`src/rtl/pad_pkg.sv`:
```
// Shared definitions for the SNES pad reader and the player FSM that
// consumes input_data: button positions, serial bit order, state encoding.
package pad_pkg;

  // Bit positions in the 10-bit input_data bus (active-high buttons)
  localparam int BTN_B      = 9;
  localparam int BTN_RIGHT  = 8;
  localparam int BTN_LEFT   = 7;
  localparam int BTN_DOWN   = 6;
  localparam int BTN_UP     = 5;
  localparam int BTN_A      = 4;
  localparam int BTN_Y      = 3;
  localparam int BTN_X      = 2;
  localparam int BTN_START  = 1;
  localparam int BTN_SELECT = 0;

  // Order in which the pad shifts its buttons out (bit 0 first)
  localparam int SER_B      = 0;
  localparam int SER_Y      = 1;
  localparam int SER_SELECT = 2;
  localparam int SER_START  = 3;
  localparam int SER_UP     = 4;
  localparam int SER_DOWN   = 5;
  localparam int SER_LEFT   = 6;
  localparam int SER_RIGHT  = 7;
  localparam int SER_A      = 8;
  localparam int SER_X      = 9;
  localparam int SER_L      = 10;
  localparam int SER_R      = 11;

  typedef enum logic [2:0] {
    ST_IDLE   = 3'd0,
    ST_LATCH  = 3'd1,
    ST_SETTLE = 3'd2,
    ST_CLK_LO = 3'd3,
    ST_CLK_HI = 3'd4,
    ST_COMMIT = 3'd5
  } pad_state_t;

  // Reorder the first ten serial bits (1 = pressed) onto the input_data
  // layout; an opposing direction pair pressed together cancels out.
  function automatic logic [9:0] map_buttons(input logic [9:0] raw);
    logic [9:0] btn;
    btn             = 10'd0;
    btn[BTN_B]      = raw[SER_B];
    btn[BTN_A]      = raw[SER_A];
    btn[BTN_Y]      = raw[SER_Y];
    btn[BTN_X]      = raw[SER_X];
    btn[BTN_START]  = raw[SER_START];
    btn[BTN_SELECT] = raw[SER_SELECT];
    btn[BTN_UP]     = raw[SER_UP]    & ~raw[SER_DOWN];
    btn[BTN_DOWN]   = raw[SER_DOWN]  & ~raw[SER_UP];
    btn[BTN_LEFT]   = raw[SER_LEFT]  & ~raw[SER_RIGHT];
    btn[BTN_RIGHT]  = raw[SER_RIGHT] & ~raw[SER_LEFT];
    return btn;
  endfunction

endpackage

```
`src/rtl/pad_phase_timer.sv`:
```
// Loadable down-counter timing the latch, settle and half-period phases.
// tc is registered and is high on the last cycle of a loaded phase.
module pad_phase_timer #(
  parameter int unsigned WIDTH = 9
) (
  input  logic             clk,
  input  logic             reset,
  input  logic             load,
  input  logic [WIDTH-1:0] load_value,
  output logic             tc
);

  logic [WIDTH-1:0] count_r;

  // Count down from the loaded value, holding at zero; tc tracks count==0
  always_ff @(posedge clk) begin
    if (!reset) begin
      count_r <= '0;
      tc      <= 1'b0;
    end else if (load) begin
      count_r <= load_value;
      tc      <= (load_value == '0);
    end else if (count_r != '0) begin
      count_r <= count_r - WIDTH'(1);
      tc      <= (count_r == WIDTH'(1));
    end else begin
      count_r <= count_r;
      tc      <= 1'b1;
    end
  end

endmodule

```
`src/rtl/snes_pad_reader.sv`:
```
// Scans a SNES-style serial pad once per frame and presents the sanitised
// buttons as a level vector that only changes on the commit cycle.
module snes_pad_reader #(
  parameter int unsigned HALF_CYCLES = 75,
  parameter int unsigned NUM_BITS    = 12
) (
  input  logic       clk,
  input  logic       reset,
  input  logic       frame_end,
  input  logic       pad_data,
  output logic       pad_latch,
  output logic       pad_clk,
  output logic [9:0] input_data,
  output logic       data_valid,
  output logic       pad_present
);
  import pad_pkg::*;

  localparam int unsigned   TW         = $clog2(4 * HALF_CYCLES + 1);
  localparam logic [TW-1:0] LATCH_LOAD = TW'(4 * HALF_CYCLES - 1);
  localparam logic [TW-1:0] HALF_LOAD  = TW'(HALF_CYCLES - 1);
  localparam logic [3:0]    LAST_BIT   = 4'(NUM_BITS - 1);

  pad_state_t          state_r;
  logic [3:0]          bit_cnt_r;
  logic [NUM_BITS-1:0] shift_r;
  logic [1:0]          sync_r;
  logic                load_s;
  logic [TW-1:0]       load_value_s;
  logic                tc_s;
  logic [NUM_BITS-1:0] raw_s;
  logic                all_pressed_s;

  assign raw_s         = ~shift_r;
  assign all_pressed_s = &raw_s;

  pad_phase_timer #(.WIDTH(TW)) u_timer (
    .clk        (clk),
    .reset      (reset),
    .load       (load_s),
    .load_value (load_value_s),
    .tc         (tc_s)
  );

  // Two-flop synchroniser on the asynchronous pad data line (idles high)
  always_ff @(posedge clk) begin
    if (!reset) begin
      sync_r <= 2'b11;
    end else begin
      sync_r <= {sync_r[0], pad_data};
    end
  end

  // Reload the phase timer on scan start and at every timed phase boundary
  always_comb begin
    load_s       = 1'b0;
    load_value_s = HALF_LOAD;
    case (state_r)
      ST_IDLE: begin
        load_s       = frame_end;
        load_value_s = LATCH_LOAD;
      end
      ST_LATCH, ST_SETTLE, ST_CLK_LO, ST_CLK_HI: begin
        load_s       = tc_s;
        load_value_s = HALF_LOAD;
      end
      default: begin
        load_s       = 1'b0;
        load_value_s = HALF_LOAD;
      end
    endcase
  end

  // Scan sequencer: latch, settle, clock pulses, then a one-cycle commit
  always_ff @(posedge clk) begin
    if (!reset) begin
      state_r     <= ST_IDLE;
      pad_latch   <= 1'b0;
      pad_clk     <= 1'b1;
      input_data  <= 10'd0;
      data_valid  <= 1'b0;
      pad_present <= 1'b0;
      bit_cnt_r   <= 4'd0;
      shift_r     <= '0;
    end else begin
      data_valid <= 1'b0;
      case (state_r)
        ST_IDLE: begin
          pad_latch <= 1'b0;
          pad_clk   <= 1'b1;
          if (frame_end) begin
            state_r   <= ST_LATCH;
            pad_latch <= 1'b1;
            bit_cnt_r <= 4'd0;
          end
        end
        ST_LATCH: begin
          if (tc_s) begin
            state_r   <= ST_SETTLE;
            pad_latch <= 1'b0;
          end
        end
        ST_SETTLE: begin
          if (tc_s) begin
            shift_r   <= {sync_r[1], shift_r[NUM_BITS-1:1]};
            bit_cnt_r <= 4'd1;
            state_r   <= ST_CLK_LO;
            pad_clk   <= 1'b0;
          end
        end
        ST_CLK_LO: begin
          if (tc_s) begin
            state_r <= ST_CLK_HI;
            pad_clk <= 1'b1;
          end
        end
        ST_CLK_HI: begin
          if (tc_s) begin
            shift_r <= {sync_r[1], shift_r[NUM_BITS-1:1]};
            if (bit_cnt_r == LAST_BIT) begin
              state_r <= ST_COMMIT;
            end else begin
              bit_cnt_r <= bit_cnt_r + 4'd1;
              state_r   <= ST_CLK_LO;
              pad_clk   <= 1'b0;
            end
          end
        end
        ST_COMMIT: begin
          // Every bit reading pressed means the line is stuck low: no pad
          if (all_pressed_s) begin
            input_data  <= 10'd0;
            pad_present <= 1'b0;
          end else begin
            input_data  <= map_buttons(raw_s[9:0]);
            pad_present <= 1'b1;
          end
          data_valid <= 1'b1;
          state_r    <= ST_IDLE;
        end
        default: begin
          state_r   <= ST_IDLE;
          pad_latch <= 1'b0;
          pad_clk   <= 1'b1;
        end
      endcase
    end
  end

endmodule

```
`config.mk`:
```
export PLATFORM = sky130hd
export DESIGN_NAME = snes_pad_reader
export DESIGN_NICKNAME = d
export VERILOG_FILES = /design/src/rtl/pad_pkg.sv /design/src/rtl/pad_phase_timer.sv /design/src/rtl/snes_pad_reader.sv
export SDC_FILE = /design/constraint.sdc
export NUM_CORES = 1
export LEC_CHECK = 0
export BUFFER_PORTS_ARGS = -buffer_cell sky130_fd_sc_hd__buf_2
export CAP_MARGIN = 20
export CORE_MARGIN = 10
export CORE_UTILIZATION = 55
export CTS_CLUSTER_SIZE = 16
export DETAILED_ROUTE_END_ITERATION = 8
export GPL_TIMING_DRIVEN = 1
export HOLD_SLACK_MARGIN = 0.1
export PLACE_DENSITY_LB_ADDON = 0.12
export SYNTH_ARGS = -nofsm -noshare
export SYNTH_HDL_FRONTEND = slang
export SYNTH_SLANG_ARGS = --single-unit
```
`constraint.sdc`:
```
create_clock -name clk -period 2.17 [get_ports clk]
set_input_delay 0.3255 -clock clk [delete_from_list [all_inputs] [get_ports clk]]
set_output_delay 0.3255 -clock clk [all_outputs]
set_load 0.05 [all_outputs]
```
**Yosys cells after proc, flatten, opt, wreduce, memory -nomap -nowiden**

Cells that the tools add are included.

- Add/sub/neg operators: 2
- Multiply operators: 0
- Divide/modulo/power cells: 0
- $lt $le $gt $ge: 0
- Eq/ne operators: 13
- Shift operators: 0
- Multiplexer cells: 28
- Bitwise operators: 11
- Reductions and logical operators: 15

Operators with widths:

| kind | count |
|---|---|
| $mux 9 | 3 |
| $mux 3 | 6 |
| $mux 4 | 4 |
| $pmux 3 s5 | 1 |
| $reduce_and 5->1 | 3 |
| $not 12->12 | 1 |
| $pmux 4 s3 | 1 |
| $reduce_and 12->1 | 1 |
| $mux 10 | 1 |
| $eq 9x1->1 const B | 1 |
| $logic_not 9->1 | 1 |
| $mux 1 | 9 |
| $reduce_bool 9->1 | 1 |
| $sub 9x1->9 const B | 1 |
| $ne 2x1->1 const B | 4 |
| $reduce_or 4->1 | 2 |
| $eq 3x2->1 const B | 2 |
| $eq 3x3->1 const B | 2 |
| $not 1->1 | 6 |
| $add 4x1->4 const B | 1 |
| $and 1x1->1 | 4 |
| $eq 4x4->1 const B | 1 |
| $ne 2x2->1 const B | 2 |
| $pmux 1 s4 | 1 |
| other kinds (8) | 10 |

- Flip-flop bits (word level): 45
- Bits in latches: 0
- Memory bits (writable): 0
- Bits in read-only memories: 0
- Output and inout port bits: 14
- Memories kept: 0

**Logic depth before layout (Yosys ltp)**

- Depth in word-level cells: 4
- Gate-level depth with buffers: 6

**Modules after synthesis**

From an unflattened synthesis, not the netlist that was laid out.

- Cell total of the unflattened synthesis: 263
- Area total of the unflattened synthesis: 2,250.9 sq um

Modules (own cells, without submodules):

| module | times used | cells each | area an instance (sq um) |
|---|---|---|---|
| snes_pad_reader | 1 | 194 | 1,655.3 |
| pad_phase_timer | 1 | 69 | 595.6 |

**Worst setup path after synthesis**

Ideal clock, no wire load.

- Path kind: register -> register
- Start: register u_timer.count_r[0]
- End: register u_timer.count_r[1]
- Library setup time: 0.067 ns
- Arrival time: 1.770 ns
- Slack: 0.332 ns
- Cell stages (with the launch flop): 7
- Path buffers: 0
- Clock period less this slack: 1.838 ns
- Path through: dfxtp_1 > inv_1 > ha_1 > or3b_4 > or3_4 > mux2_4 > a21oi_2

- Cells in the longest elaborated chain, start to end: 3
- Elaborated cells between the ends (all ways): 5
- Those cells by class: 1 x add/sub; 2 x mux; 2 x reduce/logical

Ends and longest elaborated chain:

| element | RTL line | text |
|---|---|---|
| start: declaration | pad_phase_timer.sv:13 | `logic [WIDTH-1:0] count_r;` |
| start signal: assignment | pad_phase_timer.sv:21 | `count_r <= load_value;` |
| start signal: assignment | pad_phase_timer.sv:24 | `count_r <= count_r - WIDTH'(1);` |
| start signal: assignment | pad_phase_timer.sv:27 | `count_r <= count_r;` |
| $sub 9x1->9 | pad_phase_timer.sv:24 |  |
| $mux 9 | pad_phase_timer.sv:23 | `end else if (count_r != '0) begin` |
| $mux 9 | pad_phase_timer.sv:20 | `end else if (load) begin` |

Parallel ways exist; a longest one is shown, timed or not. The select of a mux whose other input is x is not followed.
A chain may end at the register's enable or synchronous reset.

**Worst setup path after layout**

Ends and elaborated chain as after synthesis.

==> flow_summary.toml <==
[sta]
slew_headroom_pct = 57.0
hold_violations = 0
final_max_slew_viol_count = 0
finalSetupTns_ns = 0
worst_pin_slew_ns = 0.642
rsz0062_at_grt = "false"
setup_viol = 0
clock_skew_ns = 0.0111
setup_slack_ns = 0.202
fin_crit_sh_pct = 90.7
period_needed_ns = 1.97
max_freq_ghz = 0.508

[clock_tree]
hold_buffers = 0
clockRootBuffer = "clkbuf_8"
h-tree-depth = 2
clock_sinks = 45
cts_tree = "yes"
clockBufferDepth = 2
cts_buffers = 5
clk-insertion-delay-late_ns = 0.30
clkTransAtPathRegs_ns = 0.08

[job]
max_cap_viol_count = 0

[placement]
pre_cts_slack_ns = 0.184
placed_cell_area_um2 = 2160
numPortBuffers = 17
dp_hpwl_um = 2790
gp_congestion = 0.874

[detailed_routing]
first_iter_violations = 140
routed_wl_um = 3920
avgViaCountPerCell = 5.61
wl_per_cell_um = 13.3
routed-via-count = 1655
drc = 0
firstDrtPassIters = 4
final_antenna_net_count = 0

[yosys]
synth.avg_cell_area_um2 = 8.77
async_flop_share_pct = 0
yosysWarnings = 0
yosys.area.top_type = "dfxtp_1"
yosys_most_used_dff = "dfxtp_1"
yosys.cell_types.count = 46
syn_nets = 237
synth_seq_cells = 45
syn_inst = 230
seq_area_frac_synth_pct = 44.7
yosysTopAreaCellShare_pct = 44.7
synth.top_cells.by_area = "dfxtp_1, mux2i_1, nor2_1"
syn-cell-area_um2 = 2020
synth_edf_count = 0

[final_layout]
num-nets-final = 255
final_cell_area_um2 = 2280
drive_gt1_share_pct = 16.1
area_growth_pct = 12.8
diodes = 0
post-route-util_pct = 66.1

[critical_path]
ff2ff_setup_slack_ns = 0.20
worstPathArrival_ns = 2.20
cp.depth = 6
slowest_delay_ns = 0.44
reg2reg_from = "u_timer.count_r[0]$_SDFFE_PN0P_"
path_delay_family = "simple AND/OR/NAND/NOR gates"
reg2regPathDepth = 6
critPathBufInv = 1
endpoint = "u_timer.count_r[1]$_SDFFE_PN0P_"
crit_start = "u_timer.count_r[0]$_SDFFE_PN0P_"
cp.required_ns = 2.40
path_class = "reg -> reg"
path_cells = "inv_1 -> ha_1 -> or3b_4 -> or3_4 -> mux2_4 -> a21oi_2"
cpMaxStageDelayCell = "or3b_4"
critPathCaptureType = "flip-flop"
startpoint_type = "flip-flop"
crit_path_max_fanout = 6
r2r-end = "u_timer.count_r[1]$_SDFFE_PN0P_"

[floorplan]
fp.dieH_um = 80.6
core_area_um2 = 3440
dieArea_um2 = 6490
pin_count = 18
start_util_pct = 58.6
die_x_um = 80.6
rows = 21

[grt]
grt-ovfl-total = 0
gr-usage-met3_pct = 5.57
grt_max_degree = 29
grt_pass1_wl_um = 6720
grt_pass1_vias = 1489
grt.total_usage_pct = 12.8
grt_use_met1_pct = 17.0
gr-usage-met2_pct = 18.0
antenna_found_initial = 0
top_usage_layer = "met2"

[worst_hold_path]
holdCritPathClass = "in -> reg"
worstHoldStart = "pad_data"
min_path_cells = 2

[power_and_ir_drop]
power.internal_w = 0.00155
switching_share_pct = 31.1
vdd_drop_max_mv = 0.694
comb_power_share_pct = 27.0
pwr-share-seq_pct = 45.1
power_density_nw_per_um2 = 988
p_leak_nw = 0.861
clkPwrFrac_pct = 27.9
power_switching_w = 0.000699

[outcome]
status = "finished, final reports clean"
synthesized netlist by cell type (2+ instances only):
library cell,count
clkbuf_1,8
o21a_1,2
nor3b_1,5
o21ai_0,6
nand2b_1,7
a21oi_1,15
nand3_1,4
nand3b_1,4
nor2_1,31
and3_1,5
mux2i_1,12
nand2_1,12
nand4_1,2
buf_2,4
a31oi_1,3
o31ai_1,3
nor3_1,6
a22oi_1,8
a21boi_0,2
xnor2_1,3
or3_1,2
ha_1,3
dfxtp_1,45
nor4_1,4
inv_1,13
logic make-up after synthesis:
kind of cell	Yosys count	synth area share, %
compound gates	49	15.9
xor+xnor	3	1.30
fa+ha+maj	3	1.86
buf+inv	26	5.09
flops	45	44.7
mux	14	7.26
simple gates	90	23.9
sequential cells by signal, summed over array words and instances (netlist names):
signal,count
pad_present,1
state_r,3
data_valid,1
pad_clk,1
u_timer.tc,1
pad_latch,1
input_data,10
bit_cnt_r,4
u_timer.count_r,9
shift_r,12
sync_r,2
cell type report:
cell class,instances,area (um2)
clock buffers,6,72.6
repair buffers,23,130
inverters,14,52.6
flip-flops and latches,45,901
fillers,291,1170
clock inverters,2,38.8
well taps,46,57.6
multi-input cells,159,1020
layer usage:
| layer | up-vias | routed length [um] |
|---|---|---|
| li1 | 856 | - |
| met1 | 758 | 1950 |
| met2 | 36 | 1610 |
| met3 | 5 | 315 |
| met4 | 0 | 44 |
| met5 | - | 0 |
worst reg2reg max path, cell delays in order, from the launching register on:
cell     delay (ns)
dfxtp_1        0.34
inv_1          0.09
ha_1           0.24
or3b_4         0.44
or3_4          0.35
mux2_4         0.31
a21oi_2        0.12
worst min path at each step:
stage,slack [ns],endpoint
2_1_floorplan,0.39,sync_r[1]$_SDFF_PN1_
3_3_place_gp,0.40,sync_r[1]$_SDFF_PN1_
3_5_place_dp,0.39,sync_r[1]$_SDFF_PN1_
4_1_cts,0.21,sync_r[0]$_SDFF_PN1_
5_1_grt,0.21,sync_r[0]$_SDFF_PN1_
6_report,0.21,sync_r[0]$_SDFF_PN1_
layout by cell type (no fill, tap or decap), drive strengths merged, types with 2 or more instances in the layout:
cell type,instances
a21boi,2
a21oi,16
a22oi,8
a31oi,3
and3,5
buf,23
clkbuf,6
clkinv,2
dfxtp,45
ha,3
inv,13
mux2,2
mux2i,12
nand2,12
nand2b,7
nand3,4
nand3b,4
nand4,2
nor2,31
nor3,6
nor3b,5
nor4,4
o21a,2
o21ai,6
o31ai,3
or3,3
or3b,2
xnor2,3
power groups by stage:
| stage | logic [W] | clock network (W) | registers (W) |
|---|---|---|---|
| 6_report | 0.000606 | 0.000628 | 0.00101 |
| 5_1_grt | 0.000687 | 0.000680 | 0.00103 |
| 4_1_cts | 0.000606 | 0.000642 | 0.00101 |
| 3_5_place_dp | 0.000602 | 0 | 0.00103 |
| 3_3_place_gp | 0.000605 | 0 | 0.00103 |
| 2_1_floorplan | 0.000516 | 0 | 0.000996 |
per-stage QoR:
| stage | hold slack [ns] | cells | total power [W] |
|---|---|---|---|
| after floorplan | 0.386 | 230 | 0.00151 |
| after global placement | 0.396 | 287 | 0.00164 |
| after detailed placement | 0.394 | 287 | 0.00163 |
| after CTS | 0.207 | 295 | 0.00226 |
| after global routing | 0.214 | 295 | 0.00239 |
| final | 0.209 | 295 | 0.00225 |
what timing repair did:
item                       4_1_cts  5_1_grt
buffers inserted                 0        0
resized for setup                0        1
setup endpoints to repair        0        1
Power figures use the tool's default switching activity.
